**src/rtl/msrv32_pc_unit.sv**
```systemverilog
// Program-counter stage: picks the next fetch address (boot, trap, mepc return,
// branch/jump target or PC+4), holds the architectural PC and stalls on bus wait states.
module msrv32_pc_unit #(
  parameter logic [31:0] BOOT_ADDRESS = 32'h0000_0000,
  parameter int unsigned XLEN         = 32
) (
  input  logic            ms_riscv32_mp_clk_in,
  input  logic            ms_riscv32_mp_rst_in,
  input  logic [XLEN-1:0] i_adder_in,
  input  logic            branch_taken_in,
  input  logic [1:0]      pc_src_in,
  input  logic [XLEN-1:0] epc_in,
  input  logic [XLEN-1:0] trap_address_in,
  input  logic            ahb_ready_in,
  output logic [XLEN-1:0] pc_out,
  output logic [XLEN-1:0] pc_plus_4_out,
  output logic [XLEN-1:0] i_addr_out,
  output logic            misaligned_instr_out,
  output logic [XLEN-1:0] misaligned_addr_out,
  output logic            flush_out,
  output logic            instr_valid_out
);

  typedef enum logic {
    ST_BOOT,
    ST_RUN
  } state_t;

  typedef enum logic [1:0] {
    SRC_BOOT   = 2'b00,
    SRC_EPC    = 2'b01,
    SRC_TRAP   = 2'b10,
    SRC_NORMAL = 2'b11
  } pc_src_t;

  state_t          state_q, state_d;
  logic [XLEN-1:0] pc_q, pc_d;
  logic [XLEN-1:0] maddr_q, maddr_d;
  logic            flush_q, flush_d;
  logic            valid_q, valid_d;

  logic [XLEN-1:0] tgt;
  logic [XLEN-1:0] pc_plus_4;
  logic [XLEN-1:0] next_pc;
  logic [XLEN-1:0] pc_mux;
  logic            misaligned;
  logic            redirect;
  pc_src_t         src;

  always_comb begin
    src        = pc_src_t'(pc_src_in);
    tgt        = {i_adder_in[XLEN-1:1], 1'b0};
    pc_plus_4  = pc_q + XLEN'(4);
    next_pc    = branch_taken_in ? tgt : pc_plus_4;
    // Only a normal-flow taken target can be misaligned; traps/returns win over it.
    misaligned = branch_taken_in & tgt[1] & (src == SRC_NORMAL) & (state_q == ST_RUN);

    case (src)
      SRC_BOOT: pc_mux = BOOT_ADDRESS;
      SRC_EPC:  pc_mux = epc_in;
      SRC_TRAP: pc_mux = trap_address_in;
      default:  pc_mux = misaligned ? pc_q : next_pc;
    endcase

    redirect = (src != SRC_NORMAL) | (branch_taken_in & ~misaligned) | misaligned;
  end

  always_comb begin
    state_d = state_q;
    pc_d    = pc_q;
    maddr_d = maddr_q;
    flush_d = flush_q;
    valid_d = valid_q;
    if (state_q == ST_BOOT) begin
      // Boot cycle fetches BOOT_ADDRESS; that word becomes the first valid instruction.
      state_d = ST_RUN;
      pc_d    = BOOT_ADDRESS;
      flush_d = 1'b0;
      valid_d = 1'b1;
    end else if (ahb_ready_in) begin
      pc_d    = pc_mux;
      flush_d = redirect;
      valid_d = ~redirect;
      if (misaligned) begin
        maddr_d = tgt;
      end
    end
  end

  always_ff @(posedge ms_riscv32_mp_clk_in or negedge ms_riscv32_mp_rst_in) begin
    if (!ms_riscv32_mp_rst_in) begin
      state_q <= ST_BOOT;
      pc_q    <= BOOT_ADDRESS;
      maddr_q <= '0;
      flush_q <= 1'b1;
      valid_q <= 1'b0;
    end else begin
      state_q <= state_d;
      pc_q    <= pc_d;
      maddr_q <= maddr_d;
      flush_q <= flush_d;
      valid_q <= valid_d;
    end
  end

  assign pc_out               = pc_q;
  assign pc_plus_4_out        = pc_plus_4;
  assign i_addr_out           = (state_q == ST_RUN) ? pc_mux : BOOT_ADDRESS;
  assign misaligned_instr_out = misaligned;
  assign misaligned_addr_out  = maddr_q;
  assign flush_out            = flush_q;
  assign instr_valid_out      = valid_q;

endmodule

```
**config.mk**
```make
export PLATFORM = sky130hd
export DESIGN_NAME = msrv32_pc_unit
export DESIGN_NICKNAME = d
export VERILOG_FILES = /design/src/rtl/msrv32_pc_unit.sv
export SDC_FILE = /design/constraint.sdc
export NUM_CORES = 1
export LEC_CHECK = 0
export ABC_CLOCK_PERIOD_IN_PS = 6900
export CAP_MARGIN = 10
export CORE_ASPECT_RATIO = 2
export CORE_MARGIN = 2
export CORE_UTILIZATION = 35
export CTS_CLUSTER_DIAMETER = 60
export DETAILED_ROUTE_END_ITERATION = 7
export MAX_ROUTING_LAYER = met4
export PLACE_DENSITY = 0.8
export SLEW_MARGIN = 40
export SYNTH_ARGS = -nofsm -noshare
export SYNTH_HDL_FRONTEND = slang
export SYNTH_SLANG_ARGS = --single-unit
```
**constraint.sdc**
```tcl
create_clock -name ms_riscv32_mp_clk_in -period 6.9 [get_ports ms_riscv32_mp_clk_in]
set_input_delay 1.38 -clock ms_riscv32_mp_clk_in [delete_from_list [all_inputs] [get_ports ms_riscv32_mp_clk_in]]
set_output_delay 1.38 -clock ms_riscv32_mp_clk_in [all_outputs]
set_load 0.005 [all_outputs]
```
### Word-level counts from Yosys, hierarchy flattened

Cells that the tools add are included.

| operators by class | value |
|---|---|
| reduce and logical (&&, ||, !) cells | 2 |
| equal/unequal tests | 5 |
| mux-type cells | 10 |
| $add $sub $neg | 1 |
| bitwise gates (word level) | 8 |

Operators with widths:

| cell | number |
|---|---|
| 2-to-1 mux 32 bit | 5 |
| one-hot mux 32 bit (3 select lines) | 1 |
| adder 32 x 3 -> 32 bit (second input constant) | 1 |
| bitwise AND 1 bit | 4 |
| equality test 2 bit (second input constant) | 2 |
| 2-to-1 mux 1 bit | 4 |
| inequality test 2 bit (second input constant) | 2 |
| AND reduction 3 bit | 1 |
| equality test 2 x 1 -> 1 bit (second input constant) | 1 |
| zero test 2 bit | 1 |
| inverter 1 bit | 2 |
| OR 1 bit | 2 |

| word-level totals | value |
|---|---|
| bits of input ports | 102 |
| word-level logic and storage cells | 31 |
| output and inout port bits | 131 |
| register bits | 66 |

### Longest topological paths before layout

| depth | value |
|---|---|
| word-level depth | 10 |
| depth in mapped cells | 8 |
| gate-level depth less buffers | 6 |

### Worst setup path after synthesis

OpenSTA, ideal clock, no wires.

| path | value |
|---|---|
| path kind | input port to output port |
| start point | input pc_src_in[1] |
| end point | output i_addr_out[16] |
| slack | 2,674 ps |
| stages | 8 |
| data required time | 5,520 ps |
| arrival | 2,846 ps |
| cells stage by stage | clkbuf_1 > and2_1 > clkbuf_1 > nand2_1 > clkbuf_1 > clkbuf_1 > nor2_1 > nor3_1 |

| between the ends | value |
|---|---|
| longest elaborated chain between the ends | 6 |
| elaborated cells on any way between the ends | 9 |

Ends and longest elaborated chain:

| item | line | text |
|---|---|---|
| start, declared | 11 | `input logic [1:0] pc_src_in,` |
| equality test 2 bit | 56 | `misaligned = branch_taken_in & tgt[1] & (src == SRC_NORMAL) & (state_q == ST_RUN);` |
| bitwise AND 1 bit (2 in a row) | 56 |  |
| 2-to-1 mux 32 bit | 62 | `default: pc_mux = misaligned ? pc_q : next_pc;` |
| one-hot mux 32 bit (3 select lines) (*) | 58 | `case (src)` |
| 2-to-1 mux 32 bit (*) | 108 | `assign i_addr_out = (state_q == ST_RUN) ? pc_mux : BOOT_ADDRESS;` |
| end, declared | 17 | `output logic [XLEN-1:0] i_addr_out,` |

Mark *: on every way between the ends. The rest lies on a longest branch, timed or not.

### Final worst setup path

| path | value |
|---|---|
| start point | input pc_src_in[0] |
| end point | output i_addr_out[11] |

The elaborated chain is that of the path after synthesis.

==> flow_summary.yaml <==
run_status:
  outcome: "finished, final reports clean"
logic_synthesis:
  yosys.area.top_type_share_pct: 33.3
  synth_cells: 590
  netlist_area_mm2: 0.00488
  synth-seq-area-share_pct: 33.9
  yosys_register_bits: 66
  synthFlopType: "sky130_fd_sc_hd__dfrtp_1"
  synth.distinct_cells: 62
  synth_edf_count: 0
  ys_top_cells_by_area: "sky130_fd_sc_hd__dfrtp_1 33%, sky130_fd_sc_hd__mux2_2 7.2%, sky130_fd_sc_hd__o21ai_0 4.2%, sky130_fd_sc_hd__nand2_1 3.9%, sky130_fd_sc_hd__a21oi_1 3.7%"
  synth_largest_area_cell: "sky130_fd_sc_hd__dfrtp_1"
  yosys_warnings: 0
  synth_nets: 693
  synthesis.area_per_instance_um2: 8.27
  asyncSetResetFlopFracSynth_pct: 100
worst_setup_path:
  reg2reg_capture_point: "pc_out[30]$_DFFE_PN0P_"
  critPathRequiredTime_ns: 5.52
  signal_arrival_time_at_the_worst_endpoint_ns: 4.26
  rr_startpoint: "pc_out[2]$_DFFE_PN0P_"
  r2r_slack_ns: 4.02
  setup.worst_path.class: "input port to output pin"
  endpoint_kind: "output pin"
  worstPathMaxFanout: 16
  worst-r2r-cell-count: 6
  timing.critical_path.from_type: "input port"
floorplanning:
  fp.coreArea_mm2: 0.0137
  chipWidth_um: 87.5
  die_area_mm2: 0.0150
  boundaryPins: 233
  row_count: 61
  die_height_um: 171
  initial_core_util_pct: 35.5
finish:
  layout_commonest_cell: "sky130_fd_sc_hd__clkdlybuf4s50_1"
  layout.cells.most_common_list: "227 x sky130_fd_sc_hd__clkdlybuf4s50_1, 64 x sky130_fd_sc_hd__dfrtp_1, 51 x sky130_fd_sc_hd__nand2_1"
  areaGrowthSynthToFinish_pct: 55.3
  num-nets-final: 890
  diodes: 0
  post_route_cells_drive_above_1_share_pct: 10.6
run:
  cap_viol_max_count: 0
sta:
  worst_slew_pin_tran_ns: 0.922
  report.final.slew_viol_count: 0
  clock.fmax_mhz: 177
  timing.final.crit_share_pct: 81.8
  post-route-worst-setup-slack_ns: 1.26
  setup-tns-final_ns: 0
  final-hold-violation-count: 0
  grt_setup_unrepaired: "no"
  slew-limit-headroom_pct: 38.3
  setup_viol: 0
  period_needed_ns: 5.64
  clock-skew-final_ns: 0.00666
clock_tree:
  cts_setup_buffers: 0
  clock_insertion_delay_worst_skew_ns: 0.34
  clkSinkCount: 66
  cell_at_the_root_of_the_clock_tree: "sky130_fd_sc_hd__clkbuf_16"
  cts_tree: "done"
  cts_repair_resize_count: 0
  ctsLongestPathBuffers: 2
  tritoncts.num_buffers: 9
  clk_transition_reported_paths_ns: 0.06
  cts_hold_buf: 0
  count_of_h_tree_levels_built_during_cts: 3
hold_path:
  hold_depth: 1
  holdCritStartpoint: "misaligned_addr_out[1]$_DFFE_PN0P_"
  holdCritPathClass: "register to register"
  holdPathEnd: "misaligned_addr_out[1]$_DFFE_PN0P_"
global_routing:
  number_of_global_route_vias_before_repair: 5690
  grt_max_degree: 67
  grt_pass1_wl_mm: 31.7
  grt-ovfl-total: 0
  gr-usage-all-layers_pct: 28.4
  grt_antenna_before_repair: 0
power_and_ir_drop:
  leakage_power_nw: 3.06
  p_per_area_mw_per_mm2: 191
  vdd_ir_drop_max_v: 0.000153
placement:
  detailedPlace.worstSlack_ns: 1.32
  place.detailed.hpwl_mm: 15.3
  place.gp.congestion: 0.912
  place.port_buffers: 230
route:
  post-route-drc-count: 0
  via_per_inst: 6.05
  final_antenna_net_count: 0
  routed_wire_length_per_instance_um: 22.2
  routed-via-count: 5737
  initialDrtViolationCount: 443
  first_pass_iters: 5
  wl_mm: 21.1
## worst max path at each step
stage	startpoint	slack, ns	to
after floorplan	pc_src_in[1]	2.67	i_addr_out[16]
after global placement	pc_src_in[0]	1.35	i_addr_out[11]
after detailed placement	pc_src_in[0]	1.32	i_addr_out[11]
after CTS	pc_src_in[0]	1.32	i_addr_out[11]
after global routing	pc_src_in[0]	1.20	i_addr_out[17]
final	pc_src_in[0]	1.26	i_addr_out[11]
## synth_stat cells, types with 3 or more instances
master,instances
sky130_fd_sc_hd__dfrtp_1,65
sky130_fd_sc_hd__nand2_1,51
sky130_fd_sc_hd__clkbuf_1,44
sky130_fd_sc_hd__o21ai_0,41
sky130_fd_sc_hd__a21oi_1,36
sky130_fd_sc_hd__nor2_1,36
sky130_fd_sc_hd__mux2_2,31
sky130_fd_sc_hd__nand3_1,26
sky130_fd_sc_hd__inv_1,19
sky130_fd_sc_hd__xnor2_1,15
sky130_fd_sc_hd__nor3_1,14
sky130_fd_sc_hd__and3_1,13
sky130_fd_sc_hd__a31oi_1,12
sky130_fd_sc_hd__o21a_1,12
sky130_fd_sc_hd__o31ai_1,12
sky130_fd_sc_hd__a22oi_1,11
sky130_fd_sc_hd__nand4_1,11
sky130_fd_sc_hd__o22ai_1,9
sky130_fd_sc_hd__xor2_1,9
sky130_fd_sc_hd__nor4_1,8
sky130_fd_sc_hd__o211a_1,8
sky130_fd_sc_hd__a211oi_1,7
sky130_fd_sc_hd__mux2i_1,7
sky130_fd_sc_hd__or2_2,7
sky130_fd_sc_hd__buf_1,5
sky130_fd_sc_hd__buf_4,5
sky130_fd_sc_hd__a21o_1,4
sky130_fd_sc_hd__a32oi_1,4
sky130_fd_sc_hd__buf_2,4
sky130_fd_sc_hd__o211ai_1,4
sky130_fd_sc_hd__o31a_1,4
sky130_fd_sc_hd__or3_1,4
sky130_fd_sc_hd__a221oi_1,3
sky130_fd_sc_hd__a22o_1,3
sky130_fd_sc_hd__nor2b_1,3
sky130_fd_sc_hd__o32ai_1,3
sky130_fd_sc_hd__o41ai_1,3
## registers in the layout, indices dropped and copies added (netlist names)
register / flops
misaligned_addr_out: 31
flush_out: 1
pc_out: 32
state_q: 1
instr_valid_out: 1
## through the flow
stage	utilization, %	cell area, um^2	hold slack [ns]	std cells	total power [mW]
6_report	55.2	7580	0.481	949	1.45
3_5_place_dp	52.7	7240	0.460	933	0.909
5_1_grt	55.2	7580	0.482	949	1.51
2_1_floorplan	-	4880	0.459	590	0.638
3_3_place_gp	52.7	7230	0.451	933	0.901
4_1_cts	55.2	7580	0.480	949	1.45
## where the power goes
group | internal, mW | switching [mW]
sequential | 0.436 | 0.0487
clock | 0.352 | 0.190
combinational | 0.252 | 0.170
total | 1.04 | 0.409
## logic make-up after synthesis
kind of cell               count (synthesis)  share of synthesized area (%)
xor gates and xnor gates                  24                           4.31
AOI/OAI and AO/OA                        195                           27.1
muxes                                     38                           8.59
buffers and inverters                     78                           6.64
adders and majority gates                  1                          0.256
DFF                                       66                           33.9
other                                      2                          0.154
and+or+nand+nor                          186                           19.1
## cell type report
type | count | area, um^2
clock buffer | 9 | 225
tap | 157 | 196
timing repair buffer | 245 | 2410
clock inverter | 7 | 118
inverter | 19 | 71.3
fill | 1247 | 6160
multi-input combinational | 446 | 2910
sequential | 66 | 1650
## critical path, cell delays in order
cell	delay [ns]
sky130_fd_sc_hd__clkdlybuf4s50_1	0.86
sky130_fd_sc_hd__nand2_1	0.13
sky130_fd_sc_hd__buf_4	0.23
sky130_fd_sc_hd__nor2_1	0.71
sky130_fd_sc_hd__a21boi_0	0.28
sky130_fd_sc_hd__nor2_1	0.14
sky130_fd_sc_hd__clkdlybuf4s50_1	0.52
## layer usage
| metal | global-route usage (%) | part of all wire [%] |
|---|---|---|
| met1 | 35.6 | 41 |
| met2 | 44.5 | 47 |
| met3 | 6.27 | 9.1 |
| met4 | 10.2 | 2.8 |
| met5 | - | 0 |
Note: power is estimated with default switching activity, not from simulation.
